[config.mk]
export PLATFORM = sky130hd
export DESIGN_NAME = tick_counter
export DESIGN_NICKNAME = d
export VERILOG_FILES = /design/src/rtl/uart_pkg.sv /design/src/rtl/tick_counter_prescaler.sv /design/src/rtl/tick_counter.sv
export SDC_FILE = /design/constraint.sdc
export NUM_CORES = 1
export LEC_CHECK = 0
export CAP_MARGIN = 20
export CORE_MARGIN = 5
export CORE_UTILIZATION = 38
export CTS_BUF_LIST = sky130_fd_sc_hd__clkbuf_16
export CTS_CLUSTER_DIAMETER = 40
export DETAILED_ROUTE_END_ITERATION = 10
export DONT_BUFFER_PORTS = 1
export PLACE_DENSITY = 0.57
export SYNTH_ARGS = -nofsm -noshare
export SYNTH_HDL_FRONTEND = slang
export SYNTH_HIERARCHICAL = 1
export SYNTH_SLANG_ARGS = --single-unit
[constraint.sdc]
create_clock -name clk -period 2.45 [get_ports clk]
set_input_delay 0.6125 -clock clk [delete_from_list [all_inputs] [get_ports clk]]
set_output_delay 0.6125 -clock clk [all_outputs]
set_load 0.05 [all_outputs]
[src/rtl/uart_pkg.sv]
// Shared constants for the UART timing engine: counter mode and direction encodings.
package uart_pkg;

  localparam logic MODE_WRAP    = 1'b0;
  localparam logic MODE_ONESHOT = 1'b1;

  localparam logic DIR_DOWN     = 1'b0;
  localparam logic DIR_UP       = 1'b1;

endpackage

[src/rtl/tick_counter_prescaler.sv]
// Programmable prescaler: pre_cnt runs 0..div_val while enabled and raises a
// combinational tick on the terminal cycle. clr restarts the period at 0.
module tick_prescaler
  import uart_pkg::*;
#(
  parameter int PRE_WIDTH = 8
) (
  input  logic                 clk,
  input  logic                 hard_rst,
  input  logic                 clr,
  input  logic                 en,
  input  logic [PRE_WIDTH-1:0] div_val,
  output logic                 tick
);

  localparam logic [PRE_WIDTH-1:0] PRE_ONE = PRE_WIDTH'(1);

  logic [PRE_WIDTH-1:0] pre_cnt;
  logic                 pre_hit;

  // Equality compare only: if div_val is lowered below pre_cnt the count
  // rolls through all-ones before it can match again.
  always_comb begin
    pre_hit = (pre_cnt == div_val);
    tick    = en && pre_hit;
  end

  // Period counter; holds while disabled so the tick phase survives en gaps.
  always_ff @(posedge clk or posedge hard_rst) begin
    if (hard_rst) begin
      pre_cnt <= '0;
    end else if (clr) begin
      pre_cnt <= '0;
    end else if (en) begin
      if (pre_hit) pre_cnt <= '0;
      else         pre_cnt <= pre_cnt + PRE_ONE;
    end
  end

endmodule

[src/rtl/tick_counter.sv]
// Timing engine for the UART FSMDs: prescaled tick drives an up/down main
// counter with parallel load, wrap or one-shot mode, a one-cycle terminal-count
// pulse and a sticky done flag.
module tick_counter
  import uart_pkg::*;
#(
  parameter int WIDTH     = 4,
  parameter int PRE_WIDTH = 8
) (
  input  logic                 clk,
  input  logic                 hard_rst,
  input  logic                 soft_rst,
  input  logic                 en,
  input  logic                 load,
  input  logic [WIDTH-1:0]     load_val,
  input  logic                 up_dn,
  input  logic                 mode,
  input  logic [PRE_WIDTH-1:0] div_val,
  input  logic [WIDTH-1:0]     end_val,
  output logic [WIDTH-1:0]     cnt_out,
  output logic                 tick,
  output logic                 tc,
  output logic                 done
);

  localparam logic [WIDTH-1:0] CNT_ONE = WIDTH'(1);

  logic pre_en;
  logic pre_clr;
  logic at_term;

  // A finished one-shot freezes the prescaler as well, so tick stays low.
  assign pre_en  = en && !done;
  assign pre_clr = soft_rst || load;

  tick_prescaler #(
    .PRE_WIDTH (PRE_WIDTH)
  ) u_prescaler (
    .clk      (clk),
    .hard_rst (hard_rst),
    .clr      (pre_clr),
    .en       (pre_en),
    .div_val  (div_val),
    .tick     (tick)
  );

  // Terminal position depends on direction: end_val going up, zero going down.
  always_comb begin
    if (up_dn == DIR_UP) at_term = (cnt_out == end_val);
    else                 at_term = (cnt_out == '0);
  end

  // Main counter, terminal pulse and sticky done; soft_rst beats load beats count.
  always_ff @(posedge clk or posedge hard_rst) begin
    if (hard_rst) begin
      cnt_out <= '0;
      tc      <= 1'b0;
      done    <= 1'b0;
    end else if (soft_rst) begin
      cnt_out <= '0;
      tc      <= 1'b0;
      done    <= 1'b0;
    end else if (load) begin
      cnt_out <= load_val;
      tc      <= 1'b0;
      done    <= 1'b0;
    end else begin
      tc <= 1'b0;
      if (tick) begin
        if (at_term) begin
          tc <= 1'b1;
          if (mode == MODE_ONESHOT) begin
            done <= 1'b1;
          end else if (up_dn == DIR_UP) begin
            cnt_out <= '0;
          end else begin
            cnt_out <= end_val;
          end
        end else if (up_dn == DIR_UP) begin
          cnt_out <= cnt_out + CNT_ONE;
        end else begin
          cnt_out <= cnt_out - CNT_ONE;
        end
      end
    end
  end

endmodule
==> impl_results.md, run 1 <==
* I/O pins at 30
* Dominant synthesized flop cell: dfrtp_1
* Die X at 63.6 um
* Initial core utilization at 39.7%
* Finished Cell Area at 1250 um^2
* Synthesized-area fraction occupied by adder cells at 5.26%
* CP startpoint: u_prescaler/pre_cnt[1]
* R2r setup slk at 0.46 ns
* Detail Route Antenna Nets at 0
* Synth Area in XOR/XNOR at 15.2%
* Worst setup EP type: primary output
* Layout Utilization at 45.5%
* Worst vdd ir at 0.000500 V
* DRT Wirelength at 2500 um
* Area Growth Syn to Fin at 14.6%
* Worst r2r src: u_prescaler/pre_cnt[1]
* Reg2reg path depth at 7
* PwrDens at 646 nW/um^2
* Async S/R FF share, synth at 100%
* Worst-path clk slew at 0.05 ns
* Vias in the first global route at 978
* Final setup viols at 0
* Slowest library cell on the worst path: dfrtp_1
* Vias at 889
* H-tree depth at 1
* CTS tree: built
* Die Area at 4050 um^2
* Slew Viols, Final at 0
* Static Leak at 0.542 nW
* Drt pass-1 iters at 4
* Min cycle time layout at 2.23 ns
* Synth Area in Simple Gates at 23.6%
* Area after DPL at 1170 um^2
* Top cell type's share of synthesized area at 32.0%
* Yosys warns at 6
* Post-synthesis mux area share at 1.03%
* Rel. slew slack at 69.7%
* Setup Skew at 0.00466 ns
* Tightest Hold Check Type: in2async
* Final-stage net count at 153
* Share of cells above drive strength 1 at 18.4%
* CTS Buffer Depth at 2
* Fillers at 279
* Core Box Area at 2760 um^2
* Seq cells post-synth at 14
* WP data required at 1.84 ns
* Compound-Gate Fraction of Synth Area at 17.6%
* CTS hold repair buffers at 0
* RePlAce Congestion at 0.860
* Die span in y at 63.6 um
* Maxcap violations at 0
* Crit Reg-Reg Endpoint: cnt_out[1]
* Post-cts resize count at 0
* Hold Vio Cnt, Final at 0
* Antenna Cells at 0
* Register area share after synthesis at 32.0%
* Main area contributors after synthesis: dfrtp_1, xnor2_1, xor2_1
* Achievable clock frequency at 448 MHz
* Dominant cell type by area after synthesis: dfrtp_1
* GRT overflow at 0
* Critical path class: reg2out
* Final cell count without fillers at 156
* Distinct cell type count after synthesis at 45
* Worst Setup Start Kind: flip-flop
* Setup TNS at 0 ns
* Net Count, Synth at 143
* Std cell rows at 19
* Post-Synthesis Cells at 116
* Register area at 350 um^2
* Clock Latency Late Sink at 0.24 ns
* Clock sink count at 14
* Buffers on Ports at 0
* CTS Buf Count at 3
* Max FO, Critical Path at 6
* DP Cell Count at 152
* Initial antenna violation count at 0
* Pin count of the biggest net entering global routing at 13
* Tot GR Track Use at 13.6%
* Syn Area/Cell at 9.43 um^2
* Routed vias/inst at 5.70
* First-pass GRT wire length at 4460 um
* Period utilization at 91.2%
* Multi-input gate area in the final layout at 688 um^2
* Status: completed
* Slew at the pin with the worst max-slew slack at 0.455 ns
* DRC errors left at 0
* Slowest cell delay on critical path at 0.45 ns
* Largest family of logic cells by synthesized area: simple AND/OR/NAND/NOR gates
* Critical Path AT at 1.62 ns
* Wirelength per Cell at 16.0 um
* Number of DRC markers in iteration 0 at 17
* Worst path cell trace: xnor2_1 > nand4_1 > nor3_4 > buf_4
* RSZ-0062 raised after global routing: no
* Mapped Area at 1090 um^2
* HPWL after DPL at 1980 um
* Buffer count from post-CTS setup fixing at 0
* CTS root buf: clkbuf_16
* Post-synth EDFFs at 0
[logic make-up (layout without fill, tap and decap cells)]
kind of cell | Yosys count | count (layout)
compound gates | 23 | 23
xor+xnor | 19 | 19
fa+ha+maj | 4 | 4
buf+inv | 13 | 22
flops | 14 | 14
mux | 1 | 1
simple gates | 42 | 42
[critical path, delay by kind of cell (launching register included)]
family,cells,cell delay (ns)
XOR/XNOR,1,0.20
buffers and inverters,1,0.24
flip-flops,1,0.45
AND/OR/NAND/NOR,2,0.50
[worst max path at each step]
stage	end	depth (start not counted)	slack (ns)
2_1_floorplan	cnt_out[2]	7	0.06
3_3_place_gp	tick	4	0.35
6_report	tick	4	0.22
5_1_grt	tick	4	0.08
4_1_cts	tick	4	0.20
3_5_place_dp	cnt_out[3]	7	0.34
[synthesized netlist by cell type (2+ instances only)]
library cell	number
xnor2_1	13
o41ai_2	2
o211a_1	2
nor2b_1	4
nand2_1	7
xor2_1	6
nand4_1	7
a21oi_1	2
ha_1	3
and3_1	2
dfrtp_1	14
nor3_1	6
inv_1	10
o22ai_1	2
nor2_1	5
a31oi_1	2
[metrics by stage]
| step | power [mW] | hold WS (ns) | setup WS (ns) |
|---|---|---|---|
| 2_1_floorplan | 0.465 | 0.403 | 0.0556 |
| 3_3_place_gp | 0.508 | 0.445 | 0.352 |
| 3_5_place_dp | 0.509 | 0.451 | 0.341 |
| 4_1_cts | 0.820 | 0.196 | 0.202 |
| 5_1_grt | 0.853 | 0.196 | 0.0766 |
| 6_report | 0.810 | 0.189 | 0.217 |
[state kept, by name, summed over array words and instances (netlist names)]
signal and count:
cnt_out 4, done 1, tc 1, u_prescaler/pre_cnt 8
[routing by layer]
metal	track usage, %	wire length, um
met1	17.0	1170
met5	0	0
met3	5.33	182
met2	21.4	1140
met4	3.64	17
[placed cells by master, fill, tap and decap left out, drive strengths merged, types with 2 or more instances in the layout]
master,n
nor2,6
and3,2
nor3,8
inv,10
xnor2,13
xor2,6
nor2b,4
a21oi,2
ha,3
nand2,7
clkbuf,3
nand4,7
a31oi,2
buf,8
o211a,2
o21ai,2
nand3,2
o41ai,2
o22ai,2
dfrtp,14
[final cells by class]
cell class	instances	share of cell area, %
inverter	10	2.99
clock inverter	1	0.299
clock buffer	3	5.99
tap	31	3.09
timing repair buffer	8	4.79
multi-input combinational	89	54.9
sequential	14	27.9
[power breakdown]
part | leakage (nW) | internal, mW | switching, mW
registers | 0.191 | 0.245 | 0.0184
clock network | 0.0385 | 0.215 | 0.0879
logic | 0.313 | 0.101 | 0.143
total | 0.542 | 0.561 | 0.249
Note: power is estimated with default switching activity, not from simulation.
==> inputs of run 2 (changes only) <==
--- a/config.mk
+++ b/config.mk
@@ -5,7 +5,7 @@
 export SDC_FILE = /design/constraint.sdc
 export NUM_CORES = 1
 export LEC_CHECK = 0
-export CAP_MARGIN = 20
+export CAP_MARGIN = 30
 export CORE_MARGIN = 5
 export CORE_UTILIZATION = 38
 export CTS_BUF_LIST = sky130_fd_sc_hd__clkbuf_16
==> results of run 2 <==
No change in the layout: final DEF, timing and power equal those of run 1.
